==> src/rtl/snake_input_queue_if.sv <==
`default_nettype none
// snake_input_queue_if: per-channel buttons, game tick and head direction in; committed direction and queue status out.
interface snake_input_queue_if #(
  parameter int PLAYERS = 2
);
  logic [4*PLAYERS-1:0] i_btn;
  logic                 i_tick;
  logic [2*PLAYERS-1:0] i_head_dir;
  logic [2*PLAYERS-1:0] o_dir;
  logic [PLAYERS-1:0]   o_start;
  logic [PLAYERS-1:0]   o_new_user_input;
  logic [PLAYERS-1:0]   o_overflow;

  modport master (
    output i_btn, i_tick, i_head_dir,
    input  o_dir, o_start, o_new_user_input, o_overflow
  );

  modport slave (
    input  i_btn, i_tick, i_head_dir,
    output o_dir, o_start, o_new_user_input, o_overflow
  );
endinterface
`default_nettype wire

==> src/rtl/snake_input_queue.sv <==
`default_nettype none
// snake_input_queue: per-player turn validation and DEPTH-entry turn queue released one entry per game tick.
// Define SNAKE_INPUT_EDGE_EN to request on button rising edges instead of button levels.
module snake_input_queue #(
  parameter int PLAYERS = 2,
  parameter int DEPTH   = 2
) (
  input  wire logic         clk,
  input  wire logic         rst_n,
  snake_input_queue_if.slave bus
);
  localparam int            PW       = (DEPTH > 1) ? $clog2(DEPTH) : 1;
  localparam int            CW       = $clog2(DEPTH + 1);
  localparam logic [PW-1:0] LAST_PTR = PW'(DEPTH - 1);
  localparam logic [CW-1:0] FULL_CNT = CW'(DEPTH);

  function automatic logic [PW-1:0] ptr_inc(input logic [PW-1:0] ptr);
    return (ptr == LAST_PTR) ? '0 : ptr + PW'(1);
  endfunction

  genvar p;
  generate
    for (p = 0; p < PLAYERS; p++) begin : g_ch
      logic [3:0]    btn;
      logic [3:0]    req;
      logic [1:0]    queue [DEPTH];
      logic [PW-1:0] rd_ptr;
      logic [PW-1:0] wr_ptr;
      logic [PW-1:0] newest_ptr;
      logic [CW-1:0] count;
      logic [1:0]    dir;
      logic [1:0]    cand;
      logic [1:0]    ref_dir;
      logic          start;
      logic          overflow;
      logic          cand_valid;
      logic          accept;
      logic          empty;
      logic          full;

      assign btn = bus.i_btn[4*p +: 4];

`ifdef SNAKE_INPUT_EDGE_EN
      logic [3:0] btn_prev;
      always_ff @(posedge clk) begin
        if (!rst_n) btn_prev <= '0;
        else        btn_prev <= btn;
      end
      assign req = btn & ~btn_prev;
`else
      assign req = btn;
`endif

      assign empty      = (count == '0);
      assign full       = (count == FULL_CNT);
      assign newest_ptr = (wr_ptr == '0) ? LAST_PTR : wr_ptr - PW'(1);

      // Button bits are {right, left, down, up}; lowest set bit wins.
      always_comb begin
        cand_valid = |req;
        cand       = 2'b00;
        if (req[0])      cand = 2'b00;
        else if (req[1]) cand = 2'b01;
        else if (req[2]) cand = 2'b10;
        else if (req[3]) cand = 2'b11;
      end

      // Before the first command the snake is treated as heading down, but only down itself is refused.
      always_comb begin
        ref_dir = empty ? bus.i_head_dir[2*p +: 2] : queue[newest_ptr];
        if (empty && !start)
          accept = cand_valid && (cand != 2'b01);
        else
          accept = cand_valid && (cand != ref_dir) && (cand != {ref_dir[1], ~ref_dir[0]});
      end

      always_ff @(posedge clk) begin
        if (!rst_n) begin
          rd_ptr   <= '0;
          wr_ptr   <= '0;
          count    <= '0;
          dir      <= 2'b01;
          start    <= 1'b0;
          overflow <= 1'b0;
          for (int i = 0; i < DEPTH; i++) queue[i] <= 2'b00;
        end else begin
          overflow <= 1'b0;
          if (accept) start <= 1'b1;
          if (bus.i_tick && empty) begin
            if (accept) dir <= cand;
          end else if (bus.i_tick) begin
            // A push into a full queue reuses the slot freed by this pop.
            dir    <= queue[rd_ptr];
            rd_ptr <= ptr_inc(rd_ptr);
            if (accept) begin
              queue[wr_ptr] <= cand;
              wr_ptr        <= ptr_inc(wr_ptr);
            end else begin
              count <= count - CW'(1);
            end
          end else if (accept) begin
            if (full) begin
              overflow <= 1'b1;
            end else begin
              queue[wr_ptr] <= cand;
              wr_ptr        <= ptr_inc(wr_ptr);
              count         <= count + CW'(1);
            end
          end
        end
      end

      assign bus.o_dir[2*p +: 2]       = dir;
      assign bus.o_start[p]            = start;
      assign bus.o_new_user_input[p]   = !empty;
      assign bus.o_overflow[p]         = overflow;
    end
  endgenerate
endmodule
`default_nettype wire
==> src/flat_wrapper.sv <==
// flat-port wrapper written by rule: the top's interface ports become plain ports
module snake_input_queue_flat 
#(
  parameter int PLAYERS = 2,
  parameter int DEPTH   = 2
)
  (clk, rst_n, bus_i_btn, bus_i_tick, bus_i_head_dir, bus_o_dir, bus_o_start, bus_o_new_user_input, bus_o_overflow);
  snake_input_queue_if #(.PLAYERS(PLAYERS)) bus_i ();
  input  wire logic clk;
  input  wire logic rst_n;
  input wire logic [$bits(bus_i.i_btn)-1:0] bus_i_btn;
  input wire logic [$bits(bus_i.i_tick)-1:0] bus_i_tick;
  input wire logic [$bits(bus_i.i_head_dir)-1:0] bus_i_head_dir;
  output wire logic [$bits(bus_i.o_dir)-1:0] bus_o_dir;
  output wire logic [$bits(bus_i.o_start)-1:0] bus_o_start;
  output wire logic [$bits(bus_i.o_new_user_input)-1:0] bus_o_new_user_input;
  output wire logic [$bits(bus_i.o_overflow)-1:0] bus_o_overflow;
  assign bus_i.i_btn = bus_i_btn;
  assign bus_i.i_tick = bus_i_tick;
  assign bus_i.i_head_dir = bus_i_head_dir;
  assign bus_o_dir = bus_i.o_dir;
  assign bus_o_start = bus_i.o_start;
  assign bus_o_new_user_input = bus_i.o_new_user_input;
  assign bus_o_overflow = bus_i.o_overflow;
  snake_input_queue #(.PLAYERS(PLAYERS), .DEPTH(DEPTH)) u_core (.clk(clk), .rst_n(rst_n), .bus(bus_i));
endmodule
==> config.mk <==
export PLATFORM = sky130hd
export DESIGN_NAME = snake_input_queue_flat
export DESIGN_NICKNAME = d
export VERILOG_FILES = /design/src/rtl/snake_input_queue_if.sv /design/src/rtl/snake_input_queue.sv /design/src/flat_wrapper.sv
export SDC_FILE = /design/constraint.sdc
export NUM_CORES = 1
export LEC_CHECK = 0
export CORE_ASPECT_RATIO = 1.75
export CORE_UTILIZATION = 55
export CTS_BUF_LIST = sky130_fd_sc_hd__clkbuf_8
export DETAILED_ROUTE_END_ITERATION = 6
export HOLD_SLACK_MARGIN = 0.05
export PLACE_DENSITY = 0.83
export SLEW_MARGIN = 15
export SYNTH_ARGS = -nofsm -noshare
export SYNTH_HDL_FRONTEND = slang
export SYNTH_SLANG_ARGS = --single-unit
==> constraint.sdc <==
create_clock -name clk -period 5.3 [get_ports clk]
set_input_delay 1.06 -clock clk [delete_from_list [all_inputs] [get_ports clk]]
set_output_delay 1.06 -clock clk [all_outputs]
set_load 0.02 [all_outputs]
Yosys cells after proc, flatten, opt, wreduce, memory -nomap -nowiden
Memory sizes are Yosys's and may differ from the RTL's. A register that Yosys moved wholly into a read port is not among the register bits.
Cells that the tools add are included.
{"block": "totals", "regBits": 16, "mem_bits_rw": 8, "output_inout_bits": 10, "elab_cells": 158, "memories": 2}
{"name": "u_core.g_ch[0].queue", "depth": 2, "width": 2, "rd": 2, "rd_clocked_by_memory_dff": 1, "wr": 2, "line": "snake_input_queue.sv:26", "rtl": "logic [1:0] queue [DEPTH];"}
{"name": "u_core.g_ch[1].queue", "depth": 2, "width": 2, "rd": 2, "rd_clocked_by_memory_dff": 1, "wr": 2, "line": "snake_input_queue.sv:26"}
{"block": "op_classes", "addsub": 10, "eq_ne": 14, "muxes": 77, "bitwise": 9, "reduce_logical": 34}
{"operator": "$mux 2", "count": 28}
{"operator": "$mux 1", "count": 49}
{"operator": "$reduce_or 4->1", "count": 4}
{"operator": "$logic_and 1x1->1", "count": 10}
{"operator": "$ne 2x1->1 const B", "count": 4}
{"operator": "$ne 2x2->1", "count": 4}
{"operator": "$ne 2x2->1 const B", "count": 4}
{"operator": "$reduce_and 2->1", "count": 4}
{"operator": "$reduce_and 4->1", "count": 2}
{"operator": "$reduce_bool 2->1", "count": 4}
{"operator": "$not 1->1", "count": 7}
{"operator": "$reduce_and 3->1", "count": 2}
{"operator": "$add 1x1->1 const B", "count": 4}
{"operator": "$add 2x1->2 const B", "count": 2}
{"operator": "$eq 2x2->1 const B", "count": 2}
{"operator": "$logic_not 1->1", "count": 4}
{"operator": "$logic_not 2->1", "count": 2}
{"operator": "$reduce_or 2->1", "count": 2}
{"operator": "$sub 2x1->2 const B", "count": 2}
{"operator": "$or 1x1->1", "count": 2}
{"operator": "$sub 1x1->1 const B", "count": 2}

Logic depth before layout (Yosys ltp)
Gate-level depths: netlist of run 1.
{"block": "depth", "word_depth": 16, "ltp_mapped": 7}

Worst setup path before layout of run 1
No wires, ideal clock.
{"block": "synth_timing", "path_kind": "input port to flip-flop", "startpoint": "in bus_i_btn[0]", "endpoint": "mem u_core.g_ch[0].queue[0][0] (enable)", "setup_ps": 327, "arrival_ps": 2323, "required_time_ps": 4973, "path_slack_ps": 2650, "path_stages": 5, "n_path_buf": 0, "path_cell_list": "or2_1 -> or3_4 -> a32oi_2 -> o21ai_2 -> o21ai_0"}
{"element": "from (decl)", "line": "flat_wrapper.sv:11", "rtl": "input wire logic [$bits(bus_i.i_btn)-1:0] bus_i_btn;"}
{"element": "to (decl)", "line": "snake_input_queue.sv:26"}

==> results.md, run 1 <==
- Result of the run: finished, final reports clean
- CP Capture Type: register
- Launch point of the worst reg-to-reg path: u_core.g_ch[0].wr_ptr
- Effective utilization at floorplan: 58.28%
- CORE AREA: 0.002522 mm²
- Hold/Removal Path Class: register to register
- Area added between synthesis and finish: 16.94%
- GP Congestion: 0.7559
- Aggregate routed wire length: 3.193 mm
- Capturing instance or port of the critical path: u_core.g_ch[0].queue[1][0]
- Pin count of the biggest net entering global routing: 17
- Number of violations reported at the end of detailed-routing iteration 0: 42
- Clk sink count: 26
- Post-detailed-route wirelength per cell: 15.65 µm
- Cell taking the most area after synthesis: sky130_fd_sc_hd__dfxtp_1
- Leading cell types by total area after synthesis: sky130_fd_sc_hd__dfxtp_1, sky130_fd_sc_hd__edfxtp_1, sky130_fd_sc_hd__mux2i_1, sky130_fd_sc_hd__nor2_1, sky130_fd_sc_hd__nand2_1
- Kind of critical path: primary input to register
- Post-synth EDFFs: 8
- Worst R2R Path Depth: 5
- CTS clk-pin slew, worst paths: 0.09 ns
- Number of iterations in the first detailed-routing pass: 4
- Buffer cell driving the clock tree root: sky130_fd_sc_hd__clkbuf_8
- Critical Path Start Type: primary input
- Worst r2r dst: u_core.g_ch[0].queue[1][0]
- Detailed Place HPWL: 2.379 mm
- Cell Count Post-Placement: 200
- Setup TNS after final layout: 0 ns
- Clk_skew: 0.003662 ns
- TritonCTS clock tree: yes
- Endpoints failing hold: 0
- Num rows: 24
- Met3 usage: 3.492%
- GR Util met1: 29.75%
- Non-filler instance count after layout: 204
- Post-synth top area share: 24.51%
- Tightest Pin Transition: 0.5789 ns
- Post-synthesis cell area: 0.001470 mm²
- Number of levels the H-tree was split into: 1
- GRT Overall Usage: 26.29%
- DR vias: 1263
- Launch point of the critical path: bus_i_btn[0]
- Number of library cell types mapped by synthesis: 47
- Syn_area_per_cell: 9.075 µm²
- Horizontal extent of the die: 41.08 µm
- DR DRC count: 0
- Via-to-Cell Ratio: 6.191
- Setup repair after global routing missed its margin: false
- Number of antenna violations at the first check in global routing: 0
- Port-buffer cells: 22
- WHS Path Cells: 2
- Most heavily used metal layer in global routing: met2
- Die Height: 70.40 µm
- FF+latch count, synth: 26
- Number of instances in the synthesized netlist: 162
- Number of setup buffers added after CTS: 0
- Minimum setup slack among reg-to-reg paths: 3.11 ns
- Min cycle time layout: 3.048 ns
- Required time reported for the critical path endpoint: 5.26 ns
- Area used by multi-input combinational logic: 764.5 µm²
- Post-route setup slack: 2.252 ns
- Max-slew headroom at the worst pin: 61.28%
- Wire length of the first global-routing pass: 5.333 mm
- Timing-limited maximum frequency: 328.1 MHz
- Clk Latency, worst-skew pair: 0.28 ns
- Number of warning messages in the yosys log: 0
- Fraction of the yosys area taken by sequential cells: 40.85%
- Worst IR drop on VDD: 211.5 µV
- Worst hold margin: 0.5049 ns
- Total clock buffers created by CTS: 3
- Count of nets left with antenna violations after detail routing: 0
- Fillers: 199
- Die Outline Area: 0.002892 mm²
- Number of diodes: 0
- CP arrival: 3.01 ns
- Proportion of layout cells with a drive suffix above 1: 8.427%
- Final cycle utilization of the critical path: 57.51%
- Footprint of the flip-flops and latches: 600.6 µm²
- Resized Gates After CTS: 0
- Leakage component of the power: 0.6588 nW
- Ports: 25
- Global route overflow: 0
- Maximum capacitance violations: 0
- Synth Net Count: 177
- Number of buffers added to fix hold violations after cts: 0
- Most instantiated flip-flop cell in the synthesis netlist: sky130_fd_sc_hd__dfxtp_1
- NumNets Final: 194
- Global routing met2 resource utilization: 44.97%
- Biggest fanout along the worst timing path: 7
- Final Power: 0.5994 mW
- Via count of the first global-routing pass: 1232
- Longest Clk Path Bufs: 2
- Setup WS pre-CTS: 1.936 ns
- Async set-or-reset flop fraction in the synthesized netlist: 0%
- Total count of max-transition violations in the final report: 0
- Power per standard cell area: 348.7 mW/mm²
- Setup-failing EPs final: 0
==> flip-flops by register name (all words and copies together) (netlist names), named ones only <==
register	cells
u_core.g_ch.dir	4
u_core.g_ch.rd_ptr	2
u_core.g_ch.count	4
u_core.g_ch.queue	8
u_core.g_ch.start	2
u_core.g_ch.wr_ptr	2
u_core.g_ch.overflow	2
==> cell usage after synthesis (3+ instances only) <==
cell	number
sky130_fd_sc_hd__o211ai_1	3
sky130_fd_sc_hd__and3_1	4
sky130_fd_sc_hd__nor3_1	10
sky130_fd_sc_hd__o21bai_1	3
sky130_fd_sc_hd__buf_4	4
sky130_fd_sc_hd__nand3_1	3
sky130_fd_sc_hd__inv_1	8
sky130_fd_sc_hd__nor2_1	18
sky130_fd_sc_hd__dfxtp_1	18
sky130_fd_sc_hd__o21a_1	3
sky130_fd_sc_hd__o21ai_0	8
sky130_fd_sc_hd__xor2_1	3
sky130_fd_sc_hd__nand2_1	14
sky130_fd_sc_hd__a21oi_1	6
sky130_fd_sc_hd__edfxtp_1	8
sky130_fd_sc_hd__mux2i_1	7
==> logic make-up after synthesis <==
family / count (synthesis) / share of synthesized area, %
simple gates: 65 / 22.64
compound gates: 39 / 19.66
flops: 26 / 40.85
buf+inv: 18 / 7.150
mux: 10 / 7.319
xor+xnor: 4 / 2.383
==> how the worst min path moves through the flow <==
stage                     startpoint                     to  slack (ns)
3_5_place_dp   u_core.g_ch[0].dir[0]  u_core.g_ch[0].dir[0]        0.49
5_1_grt        u_core.g_ch[0].dir[0]  u_core.g_ch[0].dir[0]        0.53
6_report       u_core.g_ch[0].dir[1]  u_core.g_ch[0].dir[1]        0.50
3_3_place_gp   u_core.g_ch[0].dir[0]  u_core.g_ch[0].dir[0]        0.47
4_1_cts        u_core.g_ch[0].dir[0]  u_core.g_ch[0].dir[0]        0.51
2_1_floorplan  u_core.g_ch[1].rd_ptr               register        0.47
==> cell usage in the layout (no fill, tap or decap), drive strengths merged, types with 2 or more instances in the layout <==
cell and instances:
clkdlybuf4s50 22, nor2 19, dfxtp 18, nand2 14, nor3 10, o21ai 10
inv 8, edfxtp 8, mux2i 7, a21oi 6, and3 4, o21bai 3
xor2 3, o211ai 3, o21a 3, nand3 3, clkbuf 3, mux2 3
a211oi 2, nor4b 2, nand2b 2, nor4 2, nand4 2, and4 2
==> per-stage QoR <==
stage          utilization, %  area, µm²
2_1_floorplan               -       1470
5_1_grt                 68.15       1719
3_3_place_gp            65.33       1648
4_1_cts                 68.15       1719
6_report                68.15       1719
3_5_place_dp            65.33       1648
==> final cells by class <==
class	instances	share of cell area, %
clock inverters	1	1.747
well taps	26	1.892
inverters	8	1.747
multi-input cells	118	44.47
repair buffers	22	12.81
flip-flops and latches	26	34.93
clock buffers	3	2.402
==> power breakdown <==
part	switching (mW)	internal, mW	leakage, nW
clock	0.0643	0.101	0.0357
sequential	0.0260	0.232	0.232
combinational	0.0979	0.0781	0.391
==> metal layers <==
layer / up-vias / wire length (µm)
li1: 621 / -
met5: - / 0
met3: 9 / 114
met1: 597 / 1200
met4: 0 / 79
met2: 36 / 1797
==> worst max-delay path, cell delays in order <==
cell and delay [ns]:
sky130_fd_sc_hd__clkdlybuf4s50_1 0.46, sky130_fd_sc_hd__or2_1 0.30, sky130_fd_sc_hd__or3_4 0.39, sky130_fd_sc_hd__a32oi_2 0.33, sky130_fd_sc_hd__o21ai_2 0.17, sky130_fd_sc_hd__o21ai_0 0.30
(Power assumes the default switching activity.)
==> run 2, diff against run 1 <==
--- a/config.mk
+++ b/config.mk
@@ -6,11 +6,11 @@
 export NUM_CORES = 1
 export LEC_CHECK = 0
 export CORE_ASPECT_RATIO = 1.75
-export CORE_UTILIZATION = 55
+export CORE_UTILIZATION = 49
 export CTS_BUF_LIST = sky130_fd_sc_hd__clkbuf_8
 export DETAILED_ROUTE_END_ITERATION = 6
 export HOLD_SLACK_MARGIN = 0.05
-export PLACE_DENSITY = 0.83
+export PLACE_DENSITY = 0.79
 export SLEW_MARGIN = 15
 export SYNTH_ARGS = -nofsm -noshare
 export SYNTH_HDL_FRONTEND = slang
==> constraint.sdc (replaced) <==
create_clock -name clk -period 2.4 [get_ports clk]
set_input_delay 0.48 -clock clk [delete_from_list [all_inputs] [get_ports clk]]
set_output_delay 0.48 -clock clk [all_outputs]
set_load 0.02 [all_outputs]
==> results.md, run 2 (synthesis gave the netlist of run 1 again) <==
- Max-slew headroom at the worst pin: 70.38% (+9.1 points)
- Number of levels the H-tree was split into: 1 (unchanged)
- CTS clk-pin slew, worst paths: 0.09 ns (about the same)
- Most used cells in the layout excluding fill and tap cells: sky130_fd_sc_hd__clkdlybuf4s50_1, sky130_fd_sc_hd__nor2_1, sky130_fd_sc_hd__dfxtp_1
- Die Outline Area: 0.003232 mm² (+12%)
- Minimum setup slack among reg-to-reg paths: 0.33 ns (-2.78 ns)
- CORE AREA: 0.002895 mm² (+15%)
- Setup repair after global routing missed its margin: false
- Power per standard cell area: 748.1 mW/mm² (+110%)
- Required time reported for the critical path endpoint: 1.92 ns (-3.34 ns)
- Wire length of the first global-routing pass: 5.478 mm (+2.7%)
- Via count of the first global-routing pass: 1296 (+5.2%)
- Proportion of layout cells with a drive suffix above 1: 14.21% (+5.8 points)
- Maximum capacitance violations: 0 (unchanged)
- GRT Overall Usage: 22.32% (-4.0 points)
- Min cycle time layout: 2.257 ns
- Worst R2R Path Depth: 5 (unchanged)
- Number of iterations in the first detailed-routing pass: 6 (+2)
- Most frequent standard cell in the layout excluding fill and tap cells: sky130_fd_sc_hd__clkdlybuf4s50_1
- Worst IR drop on VDD: 386.2 µV (+83%)
- Longest Clk Path Bufs: 2 (unchanged)
- Final Power: 1.355 mW (+130%)
- Setup WS pre-CTS: -0.1203 ns (-2.056 ns)
- Failing checks: design-rule violations
- Number of diodes: 0 (unchanged)
- CP arrival: 1.78 ns (-1.23 ns)
- Critical Path Start Type: register
- Effective utilization at floorplan: 50.78% (-7.5 points)
- Total clock buffers created by CTS: 3 (unchanged)
- Post-route setup slack: 0.1428 ns (-2.109 ns)
- Area added between synthesis and finish: 23.23%
- DR DRC count: 3 (+3)
- Final cycle utilization of the critical path: 94.05%
- Clk_skew: 0.001294 ns (-0.002369 ns)
- Setup-failing EPs final: 0 (unchanged)
- Clk sink count: 26 (unchanged)
- Registers with the most flip-flops: u_core.g_ch.queue: 8 flops, u_core.g_ch.count: 4 flops, u_core.g_ch.dir: 4 flops
- Post-detailed-route wirelength per cell: 15.03 µm (-4.0%)
- Hold/Removal Path Class: register to register
- Endpoints failing hold: 0 (unchanged)
- Port-buffer cells: 22 (unchanged)
- Number of violations reported at the end of detailed-routing iteration 0: 66 (+57%)
- Num rows: 26 (+8.3%)
- Detailed Place HPWL: 2.534 mm (+6.5%)
- Ports: 25 (unchanged)
- Result of the run: finished with violations
- WHS Path Cells: 2 (unchanged)
- Biggest fanout along the worst timing path: 11 (+4)
- Worst r2r dst: u_core.g_ch[0].queue[0][1]
- Aggregate routed wire length: 3.277 mm (+2.6%)
- Tightest Pin Transition: 0.4429 ns (-0.1360 ns)
- CP Capture Type: output pin
- Kind of critical path: register to output pin
- Leakage component of the power: 0.7155 nW (+8.6%)
- Launch point of the worst reg-to-reg path: u_core.g_ch[0].wr_ptr
- Number of buffers added to fix hold violations after cts: 0 (unchanged)
- Total count of max-transition violations in the final report: 0 (unchanged)
- Global route overflow: 0 (unchanged)
- Max reg flops: 8 (unchanged)
- NumNets Final: 206 (+6.2%)
- Clk Latency, worst-skew pair: 0.27 ns (about the same)
- Pin count of the biggest net entering global routing: 16 (-1)
- TritonCTS clock tree: yes
- Via-to-Cell Ratio: 6.046 (-2.3%)
- Buffer cell driving the clock tree root: sky130_fd_sc_hd__clkbuf_8
- Die Height: 74.46 µm (+5.8%)
- Resized Gates After CTS: 0 (unchanged)
- Number of setup buffers added after CTS: 0 (unchanged)
- HP Start: u_core.g_ch[0].dir[0]
- Horizontal extent of the die: 43.41 µm (+5.7%)
- Timing-limited maximum frequency: 443.0 MHz
- Launch point of the critical path: u_core.g_ch[1].count[0]
- Number of antenna violations at the first check in global routing: 0 (unchanged)
- Reg with most FFs: u_core.g_ch.queue
- DR vias: 1318 (+4.4%)
- Worst Hold Endpoint: u_core.g_ch[0].dir[0]
- GP Congestion: 0.8192 (+8.4%)
- Count of nets left with antenna violations after detail routing: 0 (unchanged)
==> run 2: through the flow <==
step                setup TNS, ns  instance area, µm²  cells  utilization (%)  hold WS [ns]
global placement          -0.1852                1740    214            60.11        0.4669
global route                    0                1812    218            62.58        0.5152
finish                          0                1812    218            62.58        0.4984
CTS                             0                1812    218            62.58        0.5039
detailed placement        -0.4880                1740    214            60.11        0.4827
floorplan                       0                1470    162                -        0.4725
==> run 2: area by class of cell <==
cell class | instances | area, µm²
Fill cell | 247 | 1084
Multi-Input combinational cell | 118 | 764.5
Sequential cell | 26 | 600.6
Timing Repair Buffer | 34 | 310.3
Clock buffer | 3 | 41.29
Tap cell | 28 | 35.03
Clock inverter | 1 | 30.03
Inverter | 8 | 30.03
==> run 2: where the power goes <==
part / internal (mW) / switching (mW)
combinational: 0.199 / 0.220
sequential: 0.512 / 0.0583
clock: 0.223 / 0.143
==> run 2: per-layer routing <==
layer | wire [µm] | vias to the layer above | GRT usage, %
li1 | - | 648 | -
met5 | 0 | - | 0
met4 | 78 | 0 | 10.42
met1 | 1271 | 629 | 22.64
met3 | 109 | 7 | 3.155
met2 | 1818 | 34 | 43.27
==> run 2: critical path, stage by stage (launching register included) <==
cell and delay, ns:
sky130_fd_sc_hd__dfxtp_1 0.56, sky130_fd_sc_hd__nor2_4 0.09, sky130_fd_sc_hd__inv_1 0.20, sky130_fd_sc_hd__clkdlybuf4s50_1 0.65
==> run 2: how the worst max path moves through the flow <==
stage | endpoint | slack (ns) | cells after the start
2_1_floorplan | u_core.g_ch[0].queue[0][0] | 0.33 | 5
6_report | bus_o_new_user_input[1] | 0.14 | 3
4_1_cts | bus_o_new_user_input[1] | 0.15 | 3
3_5_place_dp | u_core.g_ch[0].queue[0][1] | -0.12 | 6
3_3_place_gp | u_core.g_ch[0].queue[1][0] | -0.05 | 6
5_1_grt | bus_o_new_user_input[1] | 0.05 | 3
==> run 3, diff against run 2 <==
--- a/config.mk
+++ b/config.mk
@@ -6,6 +6,7 @@
 export NUM_CORES = 1
 export LEC_CHECK = 0
 export CORE_ASPECT_RATIO = 1.75
+export CORE_MARGIN = 2
 export CORE_UTILIZATION = 49
 export CTS_BUF_LIST = sky130_fd_sc_hd__clkbuf_8
 export DETAILED_ROUTE_END_ITERATION = 6
==> results.md, run 3 (synthesis gave the netlist of run 1 again) <==
- Result of the run: finished, final reports clean
- Critical path cell sequence: clkdlybuf4s50_1, or2_1, or3_4, a32oi_2, o21ai_2, o21ai_0
- Clk sink count: 26 (unchanged)
- Reg with most FFs: u_core.g_ch.queue
- Count of nets left with antenna violations after detail routing: 0 (unchanged)
- CP arrival: 2.24 ns (+0.46 ns)
- Post-detailed-route wirelength per cell: 15.09 µm (+0.39%)
- Fillers: 238 (-3.6%)
- Setup-failing EPs final: 0 (unchanged)
- Utilization after layout: 63.09% (+0.52 points)
- DR DRC count: 0 (-3)
- Endpoints failing hold: 0 (unchanged)
- Detailed Place HPWL: 2.584 mm (+2.0%)
- Footprint of the flip-flops and latches: 600.6 µm² (unchanged)
- Maximum capacitance violations: 0 (unchanged)
- Timing-limited maximum frequency: 436.4 MHz (-1.5%)
- Clk Latency, worst-skew pair: 0.27 ns (about the same)
- Required time reported for the critical path endpoint: 2.35 ns (+0.43 ns)
- Number of antenna violations at the first check in global routing: 0 (unchanged)
- Die Outline Area: 0.003472 mm² (+7.4%)
- Finished layout cell area: 0.001827 mm² (+0.83%)
- Most used cells in the layout excluding fill and tap cells: sky130_fd_sc_hd__clkdlybuf4s50_1, sky130_fd_sc_hd__nor2_1, sky130_fd_sc_hd__dfxtp_1
- NumNets Final: 208 (+0.97%)
- Number of violations reported at the end of detailed-routing iteration 0: 43 (-35%)
- Worst hold margin: 0.4930 ns (-0.005321 ns)
- Via-to-Cell Ratio: 6.045 (about the same)
- Final cycle utilization of the critical path: 95.47% (+1.4 points)
- Max reg flops: 8 (unchanged)
- Area added between synthesis and finish: 24.26%
- CP Capture Type: register
- Number of levels the H-tree was split into: 1 (unchanged)
- Leakage component of the power: 0.7249 nW (+1.3%)
- CTS clk-pin slew, worst paths: 0.09 ns (about the same)
- Most frequent standard cell in the layout excluding fill and tap cells: sky130_fd_sc_hd__clkdlybuf4s50_1
- Horizontal extent of the die: 45.41 µm (+4.6%)
- Global route overflow: 0 (unchanged)
- Cell Count Post-Placement: 216 (+0.93%)
- Via count of the first global-routing pass: 1405 (+8.4%)
- Setup repair after global routing missed its margin: false
- Worst IR drop on VDD: 568.5 µV (+47%)
- Wire length of the first global-routing pass: 5.582 mm (+1.9%)
- Ports: 25 (unchanged)
- Num rows: 26 (unchanged)
- Min cycle time layout: 2.291 ns (+0.03418 ns)
- CORE AREA: 0.002895 mm² (unchanged)
- Clk_skew: 0.005548 ns (+0.004255 ns)
- Post-placement cell area: 0.001755 mm² (+0.86%)
- Hold/Removal Path Class: register to register
- Effective utilization at floorplan: 50.78% (unchanged)
- GRT Overall Usage: 20.90% (-1.4 points)
- Cell at the slowest stage of the critical path: sky130_fd_sc_hd__clkdlybuf4s50_1
- Proportion of layout cells with a drive suffix above 1: 15.10% (+0.89 points)
- Registers with the most flip-flops: u_core.g_ch.queue: 8 flops, u_core.g_ch.count: 4 flops, u_core.g_ch.dir: 4 flops
- GP Congestion: 0.8565 (+4.6%)
- Final Power: 1.358 mW (+0.20%)
- Resized Gates After CTS: 0 (unchanged)
- Highest cell delay on the worst timing path: 0.41 ns (-0.24 ns)
- Number of buffers added to fix hold violations after cts: 0 (unchanged)
- Port-buffer cells: 22 (unchanged)
- Critical Path Start Type: primary input
- Biggest fanout along the worst timing path: 4 (-7)
- Die Height: 76.46 µm (+2.7%)
- Tightest Pin Transition: 0.4083 ns (-0.03463 ns)
- Buffer cell driving the clock tree root: sky130_fd_sc_hd__clkbuf_8
- Kind of critical path: primary input to register
- Pin count of the biggest net entering global routing: 16 (unchanged)
- Non-filler instance count after layout: 220 (+0.92%)
- Number of diodes: 0 (unchanged)
- TritonCTS clock tree: yes
- Power per standard cell area: 743.4 mW/mm² (-0.63%)
- Number of setup buffers added after CTS: 0 (unchanged)
- Area used by multi-input combinational logic: 764.5 µm² (unchanged)
- Aggregate routed wire length: 3.320 mm (+1.3%)
- Total count of max-transition violations in the final report: 0 (unchanged)
- Longest Clk Path Bufs: 2 (unchanged)
- Total clock buffers created by CTS: 3 (unchanged)
- Number of iterations in the first detailed-routing pass: 4 (-2)
- Max-slew headroom at the worst pin: 72.74% (+2.4 points)
- DR vias: 1330 (+0.91%)
[run 3: cell count changes in the layout (fill, tap and decap cells not counted), sizes merged]
cell	change
buf	+2
[run 3: routing by layer]
metal	part of all wire, %	global-route usage (%)	vias up
li1	-	-	652
met4	4.2	12.65	0
met5	0	0	-
met3	3.3	2.607	13
met1	36	20.03	625
met2	56	38.17	40
[run 3: cell type report]
type | count | area share, %
clock buffers | 3 | 2.260
inverters | 8 | 1.644
clock inverters | 1 | 1.644
multi-input cells | 118 | 41.85
flip-flops and latches | 26 | 32.88
repair buffers | 36 | 17.81
well taps | 28 | 1.918
[run 3: stage by stage]
stage / TNS (ns) / setup WS, ns
3_3_place_gp: -0.1253 / -0.03175
5_1_grt: 0 / 0.06546
4_1_cts: 0 / 0.1212
3_5_place_dp: -0.6077 / -0.1587
2_1_floorplan: 0 / 0.3298
6_report: 0 / 0.1086
[run 3: worst paths after layout]
check                              from                         end  slack [ns]  cells after the start
setup reg to reg  u_core.g_ch[0].wr_ptr  u_core.g_ch[0].queue[0][1]        0.29                      5
hold / removal    u_core.g_ch[0].dir[0]       u_core.g_ch[0].dir[0]        0.49                      2
hold reg to reg   u_core.g_ch[0].dir[0]       u_core.g_ch[0].dir[0]        0.49                      2
setup / recovery           bus_i_btn[0]  u_core.g_ch[0].queue[0][1]        0.11                      6
[run 3: power breakdown]
part | switching, mW | total (mW) | leakage [nW] | internal, mW
Clock | 0.137 | 0.360 | 0.0357 | 0.223
Sequential | 0.0583 | 0.571 | 0.232 | 0.512
Combinational | 0.223 | 0.428 | 0.457 | 0.204
[run 3: worst max-delay path, delay by kind of cell]
kind                   cells  cell delay, ns
and+or+nand+nor            2            0.65
AOI/OAI and AO/OA          3            0.69
buffers and inverters      1            0.41
